===== config.mk =====
export PLATFORM = sky130hd
export DESIGN_NAME = cpu_sequencer_flat
export DESIGN_NICKNAME = d
export VERILOG_FILES = /design/src/rtl/cpu_sequencer_if.sv /design/src/rtl/cpu_sequencer.sv /design/src/flat_wrapper.sv
export SDC_FILE = /design/constraint.sdc
export NUM_CORES = 1
export LEC_CHECK = 0
export CELL_PAD_IN_SITES_DETAIL_PLACEMENT = 0
export CELL_PAD_IN_SITES_GLOBAL_PLACEMENT = 1
export CORE_MARGIN = 2
export CORE_UTILIZATION = 34
export CTS_BUF_LIST = sky130_fd_sc_hd__clkbuf_16
export DETAILED_ROUTE_END_ITERATION = 10
export PLACE_DENSITY_LB_ADDON = 0.1
export SLEW_MARGIN = 20
export SYNTH_ARGS = -nofsm -noshare
export SYNTH_HDL_FRONTEND = slang
export SYNTH_SLANG_ARGS = --single-unit

===== constraint.sdc =====
create_clock -name clock -period 5.2 [get_ports clock]
set_clock_uncertainty 0.15 [all_clocks]
set_input_delay 1.3 -clock clock [delete_from_list [all_inputs] [get_ports clock]]
set_output_delay 1.3 -clock clock [all_outputs]
set_load 0.02 [all_outputs]

===== src/rtl/cpu_sequencer_if.sv =====
// Shared memory port between the sequencer (master) and the memory (slave).
interface cpu_sequencer_if #(
  parameter int INSTRUCTION_WIDTH = 28,
  parameter int DATA_WIDTH        = 16,
  parameter int ADDR_WIDTH        = 12
);
  logic                         mem_req;
  logic                         mem_we;
  logic [ADDR_WIDTH-1:0]        mem_addr;
  logic [DATA_WIDTH-1:0]        mem_wdata;
  logic [INSTRUCTION_WIDTH-1:0] mem_rdata;
  logic                         mem_ack;

  modport master (
    output mem_req, mem_we, mem_addr, mem_wdata,
    input  mem_rdata, mem_ack
  );

  modport slave (
    input  mem_req, mem_we, mem_addr, mem_wdata,
    output mem_rdata, mem_ack
  );
endinterface


===== src/rtl/cpu_sequencer.sv =====
// Multi-cycle control FSM for the accumulator-mode CPU: fetch / decode /
// execute / memory, sharing one memory port between fetches and data access.
module cpu_sequencer #(
  parameter int INSTRUCTION_WIDTH = 28,
  parameter int WIDTH_OPCODE      = 5,
  parameter int REGFILE_ADDR_BITS = 5,
  parameter int IMMEDIATE_WIDTH   = 8,
  parameter int DATA_WIDTH        = 16,
  parameter int ADDR_WIDTH        = 12
) (
  input  logic                         clock,
  input  logic                         reset,
  input  logic                         start,
  output logic [INSTRUCTION_WIDTH-1:0] instruction,
  input  logic [WIDTH_OPCODE-1:0]      opcode,
  input  logic [REGFILE_ADDR_BITS-1:0] reg_dest,
  input  logic [REGFILE_ADDR_BITS-1:0] reg_source,
  input  logic [IMMEDIATE_WIDTH-1:0]   immediate,
  output logic [REGFILE_ADDR_BITS-1:0] rf_raddr_a,
  output logic [REGFILE_ADDR_BITS-1:0] rf_raddr_b,
  input  logic [DATA_WIDTH-1:0]        rf_rdata_a,
  input  logic [DATA_WIDTH-1:0]        rf_rdata_b,
  output logic                         rf_we,
  output logic [REGFILE_ADDR_BITS-1:0] rf_waddr,
  output logic [DATA_WIDTH-1:0]        rf_wdata,
  cpu_sequencer_if.master              mem,
  output logic [ADDR_WIDTH-1:0]        pc,
  output logic                         halted,
  output logic                         illegal
);

  localparam logic [WIDTH_OPCODE-1:0] OP_NOP  = WIDTH_OPCODE'(5'd0);
  localparam logic [WIDTH_OPCODE-1:0] OP_ADD  = WIDTH_OPCODE'(5'd1);
  localparam logic [WIDTH_OPCODE-1:0] OP_LR   = WIDTH_OPCODE'(5'd2);
  localparam logic [WIDTH_OPCODE-1:0] OP_SR   = WIDTH_OPCODE'(5'd3);
  localparam logic [WIDTH_OPCODE-1:0] OP_LI   = WIDTH_OPCODE'(5'd6);
  localparam logic [WIDTH_OPCODE-1:0] OP_HALT = WIDTH_OPCODE'(5'd31);

  typedef enum logic [2:0] {
    S_IDLE    = 3'd0,
    S_FETCH   = 3'd1,
    S_DECODE  = 3'd2,
    S_EXECUTE = 3'd3,
    S_MEM     = 3'd4,
    S_HALTED  = 3'd5
  } state_t;

  state_t                       state_q, state_d;
  logic [INSTRUCTION_WIDTH-1:0] instr_q, instr_d;
  logic [ADDR_WIDTH-1:0]        pc_q, pc_d;
  logic [ADDR_WIDTH-1:0]        addr_q, addr_d;
  logic [DATA_WIDTH-1:0]        wdata_q, wdata_d;
  logic                         is_store_q, is_store_d;
  logic                         illegal_q, illegal_d;

  logic                         wr_cand_s;
  logic [DATA_WIDTH-1:0]        wr_data_s;
  logic                         mem_req_s;
  logic                         mem_we_s;
  logic [ADDR_WIDTH-1:0]        mem_addr_s;

  // State and datapath registers; async reset clears everything to IDLE/zero.
  always_ff @(posedge clock or posedge reset) begin
    if (reset) begin
      state_q    <= S_IDLE;
      instr_q    <= '0;
      pc_q       <= '0;
      addr_q     <= '0;
      wdata_q    <= '0;
      is_store_q <= 1'b0;
      illegal_q  <= 1'b0;
    end else begin
      state_q    <= state_d;
      instr_q    <= instr_d;
      pc_q       <= pc_d;
      addr_q     <= addr_d;
      wdata_q    <= wdata_d;
      is_store_q <= is_store_d;
      illegal_q  <= illegal_d;
    end
  end

  // Next-state, memory-port and register-write decisions for each state.
  always_comb begin
    state_d    = state_q;
    instr_d    = instr_q;
    pc_d       = pc_q;
    addr_d     = addr_q;
    wdata_d    = wdata_q;
    is_store_d = is_store_q;
    illegal_d  = illegal_q;
    wr_cand_s  = 1'b0;
    wr_data_s  = '0;
    mem_req_s  = 1'b0;
    mem_we_s   = 1'b0;
    // Idle address is the latched data address so it reads zero after reset
    mem_addr_s = addr_q;

    case (state_q)
      S_IDLE: begin
        if (start) begin
          pc_d    = '0;
          state_d = S_FETCH;
        end else begin
          state_d = S_IDLE;
        end
      end

      S_FETCH: begin
        mem_req_s  = 1'b1;
        mem_addr_s = pc_q;
        if (mem.mem_ack) begin
          instr_d = mem.mem_rdata;
          pc_d    = pc_q + ADDR_WIDTH'(1'b1);
          state_d = S_DECODE;
        end else begin
          state_d = S_FETCH;
        end
      end

      S_DECODE: begin
        state_d = S_EXECUTE;
      end

      S_EXECUTE: begin
        case (opcode)
          OP_NOP: begin
            state_d = S_FETCH;
          end
          OP_ADD: begin
            wr_cand_s = 1'b1;
            wr_data_s = rf_rdata_a + rf_rdata_b;
            state_d   = S_FETCH;
          end
          OP_LI: begin
            wr_cand_s = 1'b1;
            wr_data_s = DATA_WIDTH'(immediate);
            state_d   = S_FETCH;
          end
          OP_LR: begin
            addr_d     = rf_rdata_b[ADDR_WIDTH-1:0] + ADDR_WIDTH'(immediate);
            is_store_d = 1'b0;
            state_d    = S_MEM;
          end
          OP_SR: begin
            addr_d     = rf_rdata_a[ADDR_WIDTH-1:0] + ADDR_WIDTH'(immediate);
            wdata_d    = rf_rdata_b;
            is_store_d = 1'b1;
            state_d    = S_MEM;
          end
          OP_HALT: begin
            state_d = S_HALTED;
          end
          default: begin
            illegal_d = 1'b1;
            state_d   = S_HALTED;
          end
        endcase
      end

      S_MEM: begin
        mem_req_s = 1'b1;
        mem_we_s  = is_store_q;
        if (mem.mem_ack) begin
          if (!is_store_q) begin
            wr_cand_s = 1'b1;
            wr_data_s = mem.mem_rdata[DATA_WIDTH-1:0];
          end else begin
            wr_cand_s = 1'b0;
          end
          state_d = S_FETCH;
        end else begin
          state_d = S_MEM;
        end
      end

      S_HALTED: begin
        state_d = S_HALTED;
      end

      default: begin
        state_d = S_IDLE;
      end
    endcase
  end

  // Memory port is decoded straight from the state register so reset drops
  // the request without waiting for a clock edge.
  assign mem.mem_req   = mem_req_s;
  assign mem.mem_we    = mem_we_s;
  assign mem.mem_addr  = mem_addr_s;
  assign mem.mem_wdata = wdata_q;

  assign instruction = instr_q;
  assign pc          = pc_q;
  assign halted      = (state_q == S_HALTED);
  assign illegal     = illegal_q;

  assign rf_raddr_a = reg_dest;
  assign rf_raddr_b = reg_source;

  // R0 is hard-wired to zero, so a write aimed at it is suppressed.
  assign rf_we    = wr_cand_s && (reg_dest != '0);
  assign rf_waddr = wr_cand_s ? reg_dest : '0;
  assign rf_wdata = wr_data_s;

endmodule


===== src/flat_wrapper.sv =====
// flat-port wrapper written by rule: the top's interface ports become plain ports
module cpu_sequencer_flat 
#(
  parameter int INSTRUCTION_WIDTH = 28,
  parameter int WIDTH_OPCODE      = 5,
  parameter int REGFILE_ADDR_BITS = 5,
  parameter int IMMEDIATE_WIDTH   = 8,
  parameter int DATA_WIDTH        = 16,
  parameter int ADDR_WIDTH        = 12
)
  (clock, reset, start, instruction, opcode, reg_dest, reg_source, immediate, rf_raddr_a, rf_raddr_b, rf_rdata_a, rf_rdata_b, rf_we, rf_waddr, rf_wdata, pc, halted, illegal, mem_mem_req, mem_mem_we, mem_mem_addr, mem_mem_wdata, mem_mem_rdata, mem_mem_ack);
  cpu_sequencer_if #(.INSTRUCTION_WIDTH(INSTRUCTION_WIDTH), .DATA_WIDTH(DATA_WIDTH), .ADDR_WIDTH(ADDR_WIDTH)) mem_i ();
  input  logic clock;
  input  logic reset;
  input  logic start;
  output logic [INSTRUCTION_WIDTH-1:0] instruction;
  input  logic [WIDTH_OPCODE-1:0] opcode;
  input  logic [REGFILE_ADDR_BITS-1:0] reg_dest;
  input  logic [REGFILE_ADDR_BITS-1:0] reg_source;
  input  logic [IMMEDIATE_WIDTH-1:0] immediate;
  output logic [REGFILE_ADDR_BITS-1:0] rf_raddr_a;
  output logic [REGFILE_ADDR_BITS-1:0] rf_raddr_b;
  input  logic [DATA_WIDTH-1:0] rf_rdata_a;
  input  logic [DATA_WIDTH-1:0] rf_rdata_b;
  output logic rf_we;
  output logic [REGFILE_ADDR_BITS-1:0] rf_waddr;
  output logic [DATA_WIDTH-1:0] rf_wdata;
  output logic [ADDR_WIDTH-1:0] pc;
  output logic halted;
  output logic illegal;
  output wire logic [$bits(mem_i.mem_req)-1:0] mem_mem_req;
  output wire logic [$bits(mem_i.mem_we)-1:0] mem_mem_we;
  output wire logic [$bits(mem_i.mem_addr)-1:0] mem_mem_addr;
  output wire logic [$bits(mem_i.mem_wdata)-1:0] mem_mem_wdata;
  input wire logic [$bits(mem_i.mem_rdata)-1:0] mem_mem_rdata;
  input wire logic [$bits(mem_i.mem_ack)-1:0] mem_mem_ack;
  assign mem_mem_req = mem_i.mem_req;
  assign mem_mem_we = mem_i.mem_we;
  assign mem_mem_addr = mem_i.mem_addr;
  assign mem_mem_wdata = mem_i.mem_wdata;
  assign mem_i.mem_rdata = mem_mem_rdata;
  assign mem_i.mem_ack = mem_mem_ack;
  cpu_sequencer #(.INSTRUCTION_WIDTH(INSTRUCTION_WIDTH), .WIDTH_OPCODE(WIDTH_OPCODE), .REGFILE_ADDR_BITS(REGFILE_ADDR_BITS), .IMMEDIATE_WIDTH(IMMEDIATE_WIDTH), .DATA_WIDTH(DATA_WIDTH), .ADDR_WIDTH(ADDR_WIDTH)) u_core (.clock(clock), .reset(reset), .start(start), .instruction(instruction), .opcode(opcode), .reg_dest(reg_dest), .reg_source(reg_source), .immediate(immediate), .rf_raddr_a(rf_raddr_a), .rf_raddr_b(rf_raddr_b), .rf_rdata_a(rf_rdata_a), .rf_rdata_b(rf_rdata_b), .rf_we(rf_we), .rf_waddr(rf_waddr), .rf_wdata(rf_wdata), .mem(mem_i), .pc(pc), .halted(halted), .illegal(illegal));
endmodule

==> flow_summary.json <==
{
  "fin_hold_ws_ps": 321,
  "firstDrtPassIters": 5,
  "synthTopCellsByArea": "dfrtp_1 (39%), nand2_1 (10%), ha_1 (6.5%)",
  "routedWlPerCell_um": 16.1,
  "postRouteAntennaNets": 0,
  "drt-total-wl_um": 14400,
  "grt_pass1_wl_um": 23000,
  "grt_usage": 0.204,
  "dp_hpwl_um": 11300,
  "coreArea_um2": 13300,
  "rows": 42,
  "slew_violations": 0,
  "yosysWarnings": 0,
  "status": "finished clean",
  "cp_max_fo": 4,
  "syn_area_per_cell_um2": 9.03,
  "slew_headroom": 0.381,
  "die_area_um2": 14600,
  "layout_min_cycle_time_ps": 5080,
  "rsz0062_at_grt": "yes",
  "cp_data_required_time_ps": 3750,
  "root_buffer": "clkbuf_16",
  "p_sw_w": 0.00110,
  "clk_latency_ps": 340,
  "yosysSeqAreaShare": 0.393,
  "clkTransAtPathRegs_ps": 60,
  "endpoint_kind": "output port",
  "finalHoldViolCount": 0,
  "detailed_place.area_um2": 6800,
  "ys_types": 58,
  "combinationalPowerShare": 0.485,
  "grt_overflow": 0,
  "num_vias": 4365,
  "grt_max_degree": 47,
  "antenna_cells": 0,
  "cts_hold_repair.buffers": 0,
  "htreeDepth": 3,
  "io_buffers": 180,
  "worstPathArrival_ps": 3630,
  "ys_seq_elements": 73,
  "synth_area_um2": 4650,
  "seqCellArea_um2": 1830,
  "power.density_nw_per_um2": 397,
  "syn_inst": 515,
  "clockBufferDepth": 2,
  "grt_pass1_vias": 4474,
  "start_kind": "input port",
  "multi_input_area_um2": 2700,
  "hp-class": "reg2reg",
  "yosysTopAreaCell": "dfrtp_1",
  "numCtsBuffers": 9,
  "drc": 0,
  "internal_power_w": 0.00174,
  "synth_async_sr_flop_share": 1.00,
  "ioPinCount": 191,
  "p_seq_frac": 0.316,
  "nNetsFinal": 830,
  "swShare": 0.386,
  "vias_per_cell": 4.86,
  "tightest_slew_ps": 925,
  "area_growth_pct": 53.6,
  "drive_gt1_frac": 0.141,
  "final_cell_area_um2": 7140,
  "drtIter0Drc": 207,
  "irDropWorstVdd_mv": 0.266,
  "start_util": 0.350,
  "cap_violations": 0,
  "cts.sinks": 73,
  "synth_top_area_frac": 0.393,
  "synth_edf_count": 0,
  "syn_nets": 628,
  "nFillCells": 1267,
  "place.gp.congestion": 0.840,
  "worstSetupPathType": "in2out",
  "fmax_mhz": 197,
  "synthFlopType": "dfrtp_1",
  "p_leak_nw": 3.35,
  "die-height_um": 121,
  "grt_antenna_before_repair": 1,
  "setup_viol": 0,
  "cts_tree": "yes",
  "final_common_cell": "clkdlybuf4s50_1",
  "timing.final.crit_share": 0.976,
  "p_clk_frac": 0.199,
  "die_x_um": 121,
  "most-common-layout-cells": "clkdlybuf4s50_1 (158), nand2_1 (125), dfrtp_1 (73)"
}
[final cells by class]
class / instances / share of cell area
Clock buffer: 9 / 0.0315
Clock inverter: 7 / 0.00508
Inverter: 11 / 0.00596
Multi-Input combinational cell: 404 / 0.379
Sequential cell: 73 / 0.256
Tap cell: 176 / 0.0308
Timing Repair Buffer: 218 / 0.292
[cell families (layout without fill, tap and decap cells)]
| family | count (synthesis) | count (layout) | share of synthesized area |
|---|---|---|---|
| AO/OA/AOI/OAI | 93 | 93 | 0.128 |
| XOR/XNOR | 24 | 24 | 0.0452 |
| adder cells (fa/ha/maj) | 26 | 26 | 0.0732 |
| buffers and inverters | 38 | 245 | 0.0396 |
| flip-flops | 73 | 73 | 0.393 |
| multiplexers | 41 | 41 | 0.100 |
| AND/OR/NAND/NOR | 220 | 220 | 0.221 |
[critical path, stage by stage]
cell,delay [ps]
clkdlybuf4s50_1,480
ha_1,250
or3_1,410
nand3_1,150
o31ai_2,80
buf_4,150
a2111oi_4,350
xor2_1,200
o21ai_1,90
buf_4,160
[metal layers]
layer	share of wire	track usage	wire length [um]
met4	0.016	0.0661	231
met1	0.43	0.250	6150
met2	0.49	0.345	7070
met5	0.0011	0	16
met3	0.066	0.0569	951
[Yosys cell counts (3+ instances only)]
master,instances
nand2_1,125
dfrtp_1,73
o21ai_0,29
nor2_1,27
ha_1,24
mux2_2,19
o21ai_1,16
mux2_1,15
nand3_1,14
xor2_1,14
clkbuf_1,13
a21oi_1,11
nor2b_1,11
buf_4,10
inv_1,10
xnor2_1,10
nand2b_1,7
nor3_1,7
a21o_1,6
a22oi_1,6
mux2i_1,6
a31oi_1,4
and3_1,4
nand3b_1,4
nor3b_1,4
and4_1,3
buf_2,3
o21a_1,3
[metrics by stage]
stage / TNS (ps) / total power, W / setup WS, ps / util / cells
2_1_floorplan: 0 / 0.00164 / 482 / - / 515
3_3_place_gp: -2910 / 0.00228 / -509 / 0.512 / 880
3_5_place_dp: -3130 / 0.00229 / -524 / 0.512 / 880
4_1_cts: -127 / 0.00287 / -127 / 0.533 / 897
5_1_grt: -27.4 / 0.00303 / -21.7 / 0.537 / 898
6_report: 0 / 0.00284 / 125 / 0.537 / 898
[power groups by stage]
stage          clock, W  sequential [W]  combinational [W]
4_1_cts        0.000579        0.000900            0.00139
3_3_place_gp          0        0.000901            0.00137
2_1_floorplan         0         0.00105           0.000588
6_report       0.000565        0.000897            0.00137
3_5_place_dp          0        0.000907            0.00138
5_1_grt        0.000606        0.000929            0.00150
[registers in the layout (all words and copies together) (netlist names)]
signal and flops:
u_core.mem.mem_wdata 16, u_core.addr_q 12, u_core.state_q 3, u_core.illegal 1, u_core.pc 12, u_core.is_store_q 1
u_core.instruction 28
[worst paths after layout]
kind | startpoint | slack, ps | to | cells after the start
max in group asynchronous | reset | 2740 | u_core.mem.mem_wdata[4] | 3
setup reg to reg | u_core.state_q[2] | 2860 | u_core.mem.mem_wdata[11] | 5
hold reg to reg | u_core.instruction[13] | 320 | u_core.instruction[13] | 2
min in group asynchronous | reset | 1250 | u_core.instruction[25] | 2
setup / recovery | rf_rdata_b[6] | 120 | rf_wdata[14] | 10
hold / removal | u_core.instruction[13] | 320 | u_core.instruction[13] | 2
[repair_timing]
item                       CTS  global route
pin swaps                    2            10
setup buffers                1             1
resized for setup           30            25
setup endpoints to repair   12            15
Note: power is estimated with default switching activity, not from simulation.
